## config.mk

```make
export PLATFORM = sky130hd
export DESIGN_NAME = mips_pipe_ctrl_flat
export DESIGN_NICKNAME = d
export VERILOG_FILES = /design/src/rtl/mips_pipe_ctrl_pkg.sv /design/src/rtl/mips_pipe_ctrl_if.sv /design/src/rtl/mips_pipe_ctrl_match.sv /design/src/rtl/mips_pipe_ctrl.sv /design/src/flat_wrapper.sv
export SDC_FILE = /design/constraint.sdc
export NUM_CORES = 1
export LEC_CHECK = 0
export CORE_MARGIN = 2
export CORE_UTILIZATION = 30
export DETAILED_ROUTE_END_ITERATION = 12
export HOLD_SLACK_MARGIN = 0.02
export PLACE_DENSITY = 0.5
export SETUP_SLACK_MARGIN = 0.3
export SLEW_MARGIN = 15
export SYNTH_ARGS = -nofsm -noshare
export SYNTH_HDL_FRONTEND = slang
export SYNTH_HIERARCHICAL = 1
export SYNTH_SLANG_ARGS = --single-unit
export TNS_END_PERCENT = 20
```

## constraint.sdc

```tcl
create_clock -name clk -period 1.75 [get_ports clk]
set_input_delay 0.35 -clock clk [delete_from_list [all_inputs] [get_ports clk]]
set_output_delay 0.35 -clock clk [all_outputs]
set_load 0.1 [all_outputs]
```

## src/rtl/mips_pipe_ctrl_pkg.sv

```systemverilog
// Shared types for the pipelined MIPS hazard/forwarding controller: forward-select
// codes, stage scoreboard records and the register-match helper.
package mips_pkg;

  localparam int REG_ADDR_W_DEF = 5;
  // Records are sized for the widest supported specifier; narrower ports zero-extend.
  localparam int REG_ADDR_W_MAX = 8;

  localparam logic [1:0] FWD_REG = 2'b00;
  localparam logic [1:0] FWD_WB  = 2'b01;
  localparam logic [1:0] FWD_MEM = 2'b10;

  typedef logic [REG_ADDR_W_MAX-1:0] reg_addr_t;

  typedef struct packed {
    logic      valid;
    logic      regwrite;
    logic      memread;
    reg_addr_t dest;
  } stage_rec_t;

  typedef struct packed {
    stage_rec_t rec;
    reg_addr_t  rs;
    reg_addr_t  rt;
    logic       uses_rs;
    logic       uses_rt;
  } ex_rec_t;

  // Register 0 is hard-wired zero, so it never produces a hazard.
  function automatic logic rec_match(input stage_rec_t s, input reg_addr_t r);
    return s.valid && s.regwrite && (s.dest == r) && (r != '0);
  endfunction

endpackage

```

## src/rtl/mips_pipe_ctrl_if.sv

```systemverilog
// ID-stage hazard inputs and pipeline control outputs of mips_pipe_ctrl.
// master = pipeline datapath side, slave = the controller.
interface mips_pipe_ctrl_if #(
  parameter int REG_ADDR_W = mips_pkg::REG_ADDR_W_DEF
);
  logic                  id_valid;
  logic [REG_ADDR_W-1:0] id_rs;
  logic [REG_ADDR_W-1:0] id_rt;
  logic                  id_uses_rs;
  logic                  id_uses_rt;
  logic [REG_ADDR_W-1:0] id_dest;
  logic                  id_regwrite;
  logic                  id_memread;
  logic                  ex_branch_taken;

  logic                  pc_write;
  logic                  ifid_write;
  logic                  ifid_flush;
  logic                  idex_bubble;
  logic [1:0]            fwd_a;
  logic [1:0]            fwd_b;
  logic                  id_byp_a;
  logic                  id_byp_b;
  logic                  stall;

  modport master (
    output id_valid, id_rs, id_rt, id_uses_rs, id_uses_rt, id_dest,
           id_regwrite, id_memread, ex_branch_taken,
    input  pc_write, ifid_write, ifid_flush, idex_bubble, fwd_a, fwd_b,
           id_byp_a, id_byp_b, stall
  );

  modport slave (
    input  id_valid, id_rs, id_rt, id_uses_rs, id_uses_rt, id_dest,
           id_regwrite, id_memread, ex_branch_taken,
    output pc_write, ifid_write, ifid_flush, idex_bubble, fwd_a, fwd_b,
           id_byp_a, id_byp_b, stall
  );

endinterface

```

## src/rtl/mips_pipe_ctrl_match.sv

```systemverilog
// EX operand forward-select encoder: EX/MEM beats MEM/WB, which beats the regfile.
module mips_hazard_match
  import mips_pkg::*;
#(
  parameter bit FWD_EN_WB = 1'b1
) (
  input  logic       ex_valid,
  input  logic       uses,
  input  reg_addr_t  src,
  input  stage_rec_t mem_rec,
  input  stage_rec_t wb_rec,
  output logic [1:0] sel
);

  always_comb begin
    sel = FWD_REG;
    if (ex_valid) begin
      if (uses && rec_match(mem_rec, src)) begin
        sel = FWD_MEM;
      end else if (FWD_EN_WB && rec_match(wb_rec, src)) begin
        sel = FWD_WB;
      end
    end
  end

endmodule

```

## src/rtl/mips_pipe_ctrl.sv

```systemverilog
// Hazard/forwarding controller for the 5-stage MIPS pipeline.
// Optional build macro MIPS_PIPE_PERF_EN adds saturating stall/flush counters.
//
// state (scoreboard) | meaning
// ex_q               | instruction in EX: dest/ctrl plus its rs/rt reads
// mem_q              | instruction in MEM: dest/ctrl
// wb_q               | instruction in WB: dest/ctrl
module mips_pipe_ctrl
  import mips_pkg::*;
#(
  parameter int REG_ADDR_W = REG_ADDR_W_DEF,
  parameter bit FWD_EN_WB  = 1'b1,
  parameter int CNT_W      = 32
) (
  input  logic clk,
  input  logic reset,
  mips_pipe_ctrl_if.slave bus
`ifdef MIPS_PIPE_PERF_EN
  ,
  output logic [CNT_W-1:0] perf_stall_cnt,
  output logic [CNT_W-1:0] perf_flush_cnt
`endif
);

  if (REG_ADDR_W < 1 || REG_ADDR_W > REG_ADDR_W_MAX || CNT_W < 1) begin : g_param_check
    $error("mips_pipe_ctrl: unsupported REG_ADDR_W or CNT_W");
  end

  ex_rec_t    ex_q;
  ex_rec_t    id_rec;
  stage_rec_t mem_q;
  stage_rec_t wb_q;

  reg_addr_t  id_rs_x;
  reg_addr_t  id_rt_x;
  reg_addr_t  id_dest_x;

  logic       flush;
  logic       load_use;
  logic       mem_hazard;
  logic       stall_c;
  logic       bubble;

  assign id_rs_x   = reg_addr_t'(bus.id_rs);
  assign id_rt_x   = reg_addr_t'(bus.id_rt);
  assign id_dest_x = reg_addr_t'(bus.id_dest);

  // Outputs are forced to their idle values while reset is held.
  assign flush = !reset && bus.ex_branch_taken && ex_q.rec.valid;

  assign load_use = bus.id_valid && ex_q.rec.memread &&
                    ((bus.id_uses_rs && rec_match(ex_q.rec, id_rs_x)) ||
                     (bus.id_uses_rt && rec_match(ex_q.rec, id_rt_x)));

  // Without the WB path, a MEM producer cannot reach an ID consumer in time.
  assign mem_hazard = !FWD_EN_WB && bus.id_valid &&
                      ((bus.id_uses_rs && rec_match(mem_q, id_rs_x)) ||
                       (bus.id_uses_rt && rec_match(mem_q, id_rt_x)));

  assign stall_c = !reset && !flush && (load_use || mem_hazard);
  assign bubble  = stall_c || flush;

  assign bus.stall       = stall_c;
  assign bus.pc_write    = !stall_c;
  assign bus.ifid_write  = !stall_c;
  assign bus.ifid_flush  = flush;
  assign bus.idex_bubble = bubble;

  assign bus.id_byp_a = FWD_EN_WB && !reset && bus.id_uses_rs && rec_match(wb_q, id_rs_x);
  assign bus.id_byp_b = FWD_EN_WB && !reset && bus.id_uses_rt && rec_match(wb_q, id_rt_x);

  mips_hazard_match #(.FWD_EN_WB(FWD_EN_WB)) u_match_a (
    .ex_valid (ex_q.rec.valid && !reset),
    .uses     (ex_q.uses_rs),
    .src      (ex_q.rs),
    .mem_rec  (mem_q),
    .wb_rec   (wb_q),
    .sel      (bus.fwd_a)
  );

  mips_hazard_match #(.FWD_EN_WB(FWD_EN_WB)) u_match_b (
    .ex_valid (ex_q.rec.valid && !reset),
    .uses     (ex_q.uses_rt),
    .src      (ex_q.rt),
    .mem_rec  (mem_q),
    .wb_rec   (wb_q),
    .sel      (bus.fwd_b)
  );

  always_comb begin
    id_rec              = '0;
    id_rec.rec.valid    = bus.id_valid && !bubble;
    id_rec.rec.regwrite = bus.id_regwrite;
    id_rec.rec.memread  = bus.id_memread;
    id_rec.rec.dest     = id_dest_x;
    id_rec.rs           = id_rs_x;
    id_rec.rt           = id_rt_x;
    id_rec.uses_rs      = bus.id_uses_rs;
    id_rec.uses_rt      = bus.id_uses_rt;
  end

  always_ff @(posedge clk) begin
    if (reset) begin
      ex_q  <= '0;
      mem_q <= '0;
      wb_q  <= '0;
    end else begin
      ex_q  <= id_rec;
      mem_q <= ex_q.rec;
      wb_q  <= mem_q;
    end
  end

`ifdef MIPS_PIPE_PERF_EN
  // stall_c is already low on flush cycles, so a flush counts only once.
  always_ff @(posedge clk) begin
    if (reset) begin
      perf_stall_cnt <= '0;
      perf_flush_cnt <= '0;
    end else begin
      if (stall_c && (perf_stall_cnt != '1)) begin
        perf_stall_cnt <= perf_stall_cnt + CNT_W'(1);
      end
      if (flush && (perf_flush_cnt != '1)) begin
        perf_flush_cnt <= perf_flush_cnt + CNT_W'(1);
      end
    end
  end
`endif

endmodule

```

## src/flat_wrapper.sv

```systemverilog
// flat-port wrapper written by rule: the top's interface ports become plain ports
module mips_pipe_ctrl_flat import mips_pkg::*;
#(
  parameter int REG_ADDR_W = REG_ADDR_W_DEF,
  parameter bit FWD_EN_WB  = 1'b1,
  parameter int CNT_W      = 32
)
  (clk, reset, bus_id_valid, bus_id_rs, bus_id_rt, bus_id_uses_rs, bus_id_uses_rt, bus_id_dest, bus_id_regwrite, bus_id_memread, bus_ex_branch_taken, bus_pc_write, bus_ifid_write, bus_ifid_flush, bus_idex_bubble, bus_fwd_a, bus_fwd_b, bus_id_byp_a, bus_id_byp_b, bus_stall);
  mips_pipe_ctrl_if #(.REG_ADDR_W(REG_ADDR_W)) bus_i ();
  input  logic clk;
  input  logic reset;
  input wire logic [$bits(bus_i.id_valid)-1:0] bus_id_valid;
  input wire logic [$bits(bus_i.id_rs)-1:0] bus_id_rs;
  input wire logic [$bits(bus_i.id_rt)-1:0] bus_id_rt;
  input wire logic [$bits(bus_i.id_uses_rs)-1:0] bus_id_uses_rs;
  input wire logic [$bits(bus_i.id_uses_rt)-1:0] bus_id_uses_rt;
  input wire logic [$bits(bus_i.id_dest)-1:0] bus_id_dest;
  input wire logic [$bits(bus_i.id_regwrite)-1:0] bus_id_regwrite;
  input wire logic [$bits(bus_i.id_memread)-1:0] bus_id_memread;
  input wire logic [$bits(bus_i.ex_branch_taken)-1:0] bus_ex_branch_taken;
  output wire logic [$bits(bus_i.pc_write)-1:0] bus_pc_write;
  output wire logic [$bits(bus_i.ifid_write)-1:0] bus_ifid_write;
  output wire logic [$bits(bus_i.ifid_flush)-1:0] bus_ifid_flush;
  output wire logic [$bits(bus_i.idex_bubble)-1:0] bus_idex_bubble;
  output wire logic [$bits(bus_i.fwd_a)-1:0] bus_fwd_a;
  output wire logic [$bits(bus_i.fwd_b)-1:0] bus_fwd_b;
  output wire logic [$bits(bus_i.id_byp_a)-1:0] bus_id_byp_a;
  output wire logic [$bits(bus_i.id_byp_b)-1:0] bus_id_byp_b;
  output wire logic [$bits(bus_i.stall)-1:0] bus_stall;
  assign bus_i.id_valid = bus_id_valid;
  assign bus_i.id_rs = bus_id_rs;
  assign bus_i.id_rt = bus_id_rt;
  assign bus_i.id_uses_rs = bus_id_uses_rs;
  assign bus_i.id_uses_rt = bus_id_uses_rt;
  assign bus_i.id_dest = bus_id_dest;
  assign bus_i.id_regwrite = bus_id_regwrite;
  assign bus_i.id_memread = bus_id_memread;
  assign bus_i.ex_branch_taken = bus_ex_branch_taken;
  assign bus_pc_write = bus_i.pc_write;
  assign bus_ifid_write = bus_i.ifid_write;
  assign bus_ifid_flush = bus_i.ifid_flush;
  assign bus_idex_bubble = bus_i.idex_bubble;
  assign bus_fwd_a = bus_i.fwd_a;
  assign bus_fwd_b = bus_i.fwd_b;
  assign bus_id_byp_a = bus_i.id_byp_a;
  assign bus_id_byp_b = bus_i.id_byp_b;
  assign bus_stall = bus_i.stall;
  mips_pipe_ctrl #(.REG_ADDR_W(REG_ADDR_W), .FWD_EN_WB(FWD_EN_WB), .CNT_W(CNT_W)) u_core (.clk(clk), .reset(reset), .bus(bus_i));
endmodule
```

==> flow_results.xml <==
<?xml version="1.0" encoding="UTF-8"?>
<metrics>
  <group name="clocking">
    <metric name="cts.root.buffer_cell" unit="">sky130_fd_sc_hd__clkbuf_8</metric>
    <metric name="htree_levels" unit="">2</metric>
    <metric name="cts-root-to-sink-buffers" unit="">2</metric>
    <metric name="worst_skew_pair.late_latency" unit="ps">280</metric>
    <metric name="cts_made_buffers" unit="">5</metric>
    <metric name="clkSlewWorstSetupHoldPaths" unit="ps">60</metric>
    <metric name="cts.sink_count" unit="">34</metric>
    <metric name="clock_tree_from_tritoncts" unit="">yes</metric>
  </group>
  <group name="floorplanning">
    <metric name="io_pins" unit="">34</metric>
    <metric name="fp.dieW" unit="um">79.29</metric>
    <metric name="die_outline_area" unit="um^2">6286</metric>
    <metric name="core-area" unit="um^2">5507</metric>
    <metric name="floorplan.initialDensity" unit="">0.3088</metric>
    <metric name="die_h" unit="um">79.29</metric>
    <metric name="placementRows" unit="">27</metric>
  </group>
  <group name="cells_and_area">
    <metric name="post-route-util" unit="">0.5372</metric>
    <metric name="fillerInstances" unit="">517</metric>
    <metric name="register_area" unit="um^2">700.7</metric>
    <metric name="mostFrequentLayoutCell" unit="">sky130_fd_sc_hd__buf_4</metric>
    <metric name="antennaDiodeCount" unit="">0</metric>
    <metric name="final_nets" unit="">307</metric>
    <metric name="layout.cells.most_common_list" unit="">sky130_fd_sc_hd__buf_4, sky130_fd_sc_hd__xnor2_1, sky130_fd_sc_hd__nor2b_1</metric>
    <metric name="multiInputGateArea" unit="um^2">1281</metric>
    <metric name="area_delta_synth_final" unit="%">73.95</metric>
    <metric name="final_layout_size_suffix_gt1_frac" unit="">0.3965</metric>
  </group>
  <group name="power">
    <metric name="power_leakage" unit="nW">1.242</metric>
    <metric name="power_density" unit="nW/um^2">601.4</metric>
    <metric name="power.ir.vdd_worst" unit="mV">0.4388</metric>
    <metric name="totalPowerFinal" unit="mW">1.779</metric>
  </group>
  <group name="placement">
    <metric name="dp_hpwl" unit="um">3413</metric>
    <metric name="routabilityCongestion" unit="">0.7938</metric>
    <metric name="post_place_worst_slack" unit="ps">-727.5</metric>
    <metric name="number_of_port_buffers" unit="">33</metric>
  </group>
  <group name="critical_path">
    <metric name="crit_path_start_kind" unit="">register</metric>
    <metric name="ff2ff_path_depth" unit="">5</metric>
    <metric name="setup.worst_path.end_class" unit="">output port</metric>
    <metric name="regToRegStartpoint" unit="">u_core/ex_q[20]$_SDFF_PP0_</metric>
    <metric name="cp_data_required_time" unit="ps">1400</metric>
    <metric name="worst_ep_arrival_time" unit="ps">1860</metric>
    <metric name="setup.reg_to_reg.worst_slack" unit="ps">370</metric>
    <metric name="rr_endpoint" unit="">u_core/ex_q[28]$_SDFF_PP0_</metric>
    <metric name="timing.critical_path.fanout_max" unit="">3</metric>
    <metric name="timing_worst_setup_path_type" unit="">register to output port</metric>
  </group>
  <group name="yosys">
    <metric name="mappedNetlistArea" unit="um^2">1700</metric>
    <metric name="syn_avg_cell_area" unit="um^2">9.829</metric>
    <metric name="synth_cells" unit="">173</metric>
    <metric name="yosys_warnings" unit="">6</metric>
  </group>
  <group name="timing">
    <metric name="clock-skew-final" unit="ps">4.657</metric>
    <metric name="timing.final.setup_violations" unit="">10</metric>
    <metric name="post-route-period-util" unit="">1.261</metric>
    <metric name="achievable_clock_frequency" unit="GHz">0.4531</metric>
    <metric name="timing.final.crit_period" unit="ps">2207</metric>
    <metric name="slew_viol_final" unit="">0</metric>
    <metric name="finalWorstSetupSlack" unit="ps">-457.1</metric>
    <metric name="final-hold-violation-count" unit="">0</metric>
    <metric name="hold_slack" unit="ps">379.2</metric>
    <metric name="unrepaired_setup_endpoints_after_global_routing" unit="">true</metric>
  </group>
  <group name="drt">
    <metric name="dr.first_iter.drc_count" unit="">28</metric>
    <metric name="avgViaCountPerCell" unit="">4.140</metric>
    <metric name="detailroute.via_count" unit="">1478</metric>
    <metric name="detail_route.drc_violations" unit="">0</metric>
    <metric name="wl_per_cell" unit="um">11.93</metric>
    <metric name="wirelength" unit="um">4259</metric>
    <metric name="antenna_left" unit="">0</metric>
    <metric name="dr.pass1.iters" unit="">2</metric>
  </group>
  <group name="global_route">
    <metric name="global_route.usage.total" unit="">0.1518</metric>
    <metric name="antenna_found_initial" unit="">0</metric>
    <metric name="pin_count_of_the_biggest_net_entering_global_routing" unit="">31</metric>
    <metric name="grt_first_pass_wirelength" unit="um">7265</metric>
    <metric name="globalRoute.busiestLayer" unit="">met2</metric>
    <metric name="grt_pass1_vias" unit="">1533</metric>
    <metric name="grtUsageMet1" unit="">0.1836</metric>
    <metric name="groute.layer.met2.usage" unit="">0.2653</metric>
    <metric name="overflow" unit="">0</metric>
    <metric name="grt_use_met3" unit="">0.03636</metric>
  </group>
  <group name="hold_path">
    <metric name="holdCritPathClass" unit="">input port to register</metric>
    <metric name="hold_path_end" unit="">u_core/ex_q[0]$_SDFF_PP0_</metric>
    <metric name="timing.hold.worst.start" unit="">bus_id_uses_rt</metric>
    <metric name="hold-path-cell-count" unit="">2</metric>
  </group>
  <group name="job">
    <metric name="cap_viol_max_count" unit="">0</metric>
  </group>
  <group name="status">
    <metric name="status" unit="">finished, violations left</metric>
    <metric name="failed_checks" unit="">negative setup slack</metric>
  </group>
</metrics>
how the worst max path moves through the flow:
stage / endpoint / start / cells past startpoint / slack (ps)
CTS: bus_fwd_b[0] / u_core/ex_q[3]$_SDFF_PP0_ / 5 / -520
global placement: bus_ifid_write / bus_id_rt[1] / 7 / -710
floorplan: bus_stall / bus_id_rt[1] / 5 / -1070
global route: bus_fwd_b[0] / u_core/ex_q[6]$_SDFF_PP0_ / 6 / -580
detailed placement: bus_ifid_write / bus_id_rt[1] / 7 / -730
finish: bus_fwd_a[0] / u_core/ex_q[14]$_SDFF_PP0_ / 6 / -460
per-stage QoR:
| stage | setup TNS [ps] | instance area, um^2 | instances |
|---|---|---|---|
| after detailed placement | -5918 | 2725 | 347 |
| after global routing | -4298 | 2958 | 357 |
| final | -3480 | 2958 | 357 |
| after floorplan | -7237 | 1879 | 202 |
| after global placement | -5656 | 2725 | 347 |
| after CTS | -3866 | 2897 | 355 |
sequential cells by signal (all words and copies together) (netlist names):
register	count
u_core/mem_q	7
u_core/ex_q	20
u_core/wb_q	7
report_power, final:
group | switching [mW] | internal [mW]
Combinational | 0.154 | 0.200
Sequential | 0.0342 | 0.811
Clock | 0.263 | 0.317
per-layer routing:
metal / up-vias / part of all wire
met3: 6 / 0.039
met1: 672 / 0.43
met2: 31 / 0.52
met5: - / 0
met4: 0 / 0.013
li1: 769 / -
worst max-delay path, cell delays in order, from the launching register on:
cell and delay, ps:
sky130_fd_sc_hd__dfxtp_2 350, sky130_fd_sc_hd__nor4_4 300, sky130_fd_sc_hd__nand2_1 80, sky130_fd_sc_hd__nor4b_2 160
sky130_fd_sc_hd__buf_4 140, sky130_fd_sc_hd__a2111oi_4 330, sky130_fd_sc_hd__buf_12 220
area by class of cell:
type,instances,area share
clock buffer,7,0.02919
multi-input combinational,161,0.4332
inverter,2,0.003384
sequential,34,0.2369
tap,72,0.03046
clock inverter,1,0.001692
timing repair buffer,80,0.2652
what timing repair did:
action | 4_1_cts | 5_1_grt
resized for setup | 60 | 16
pin swaps | 20 | 9
hold buffers | 0 | 0
endpoints found under the hold margin | 0 | 0
setup endpoints to repair | 12 | 12
setup buffers | 0 | 2
(Power assumes the default switching activity.)
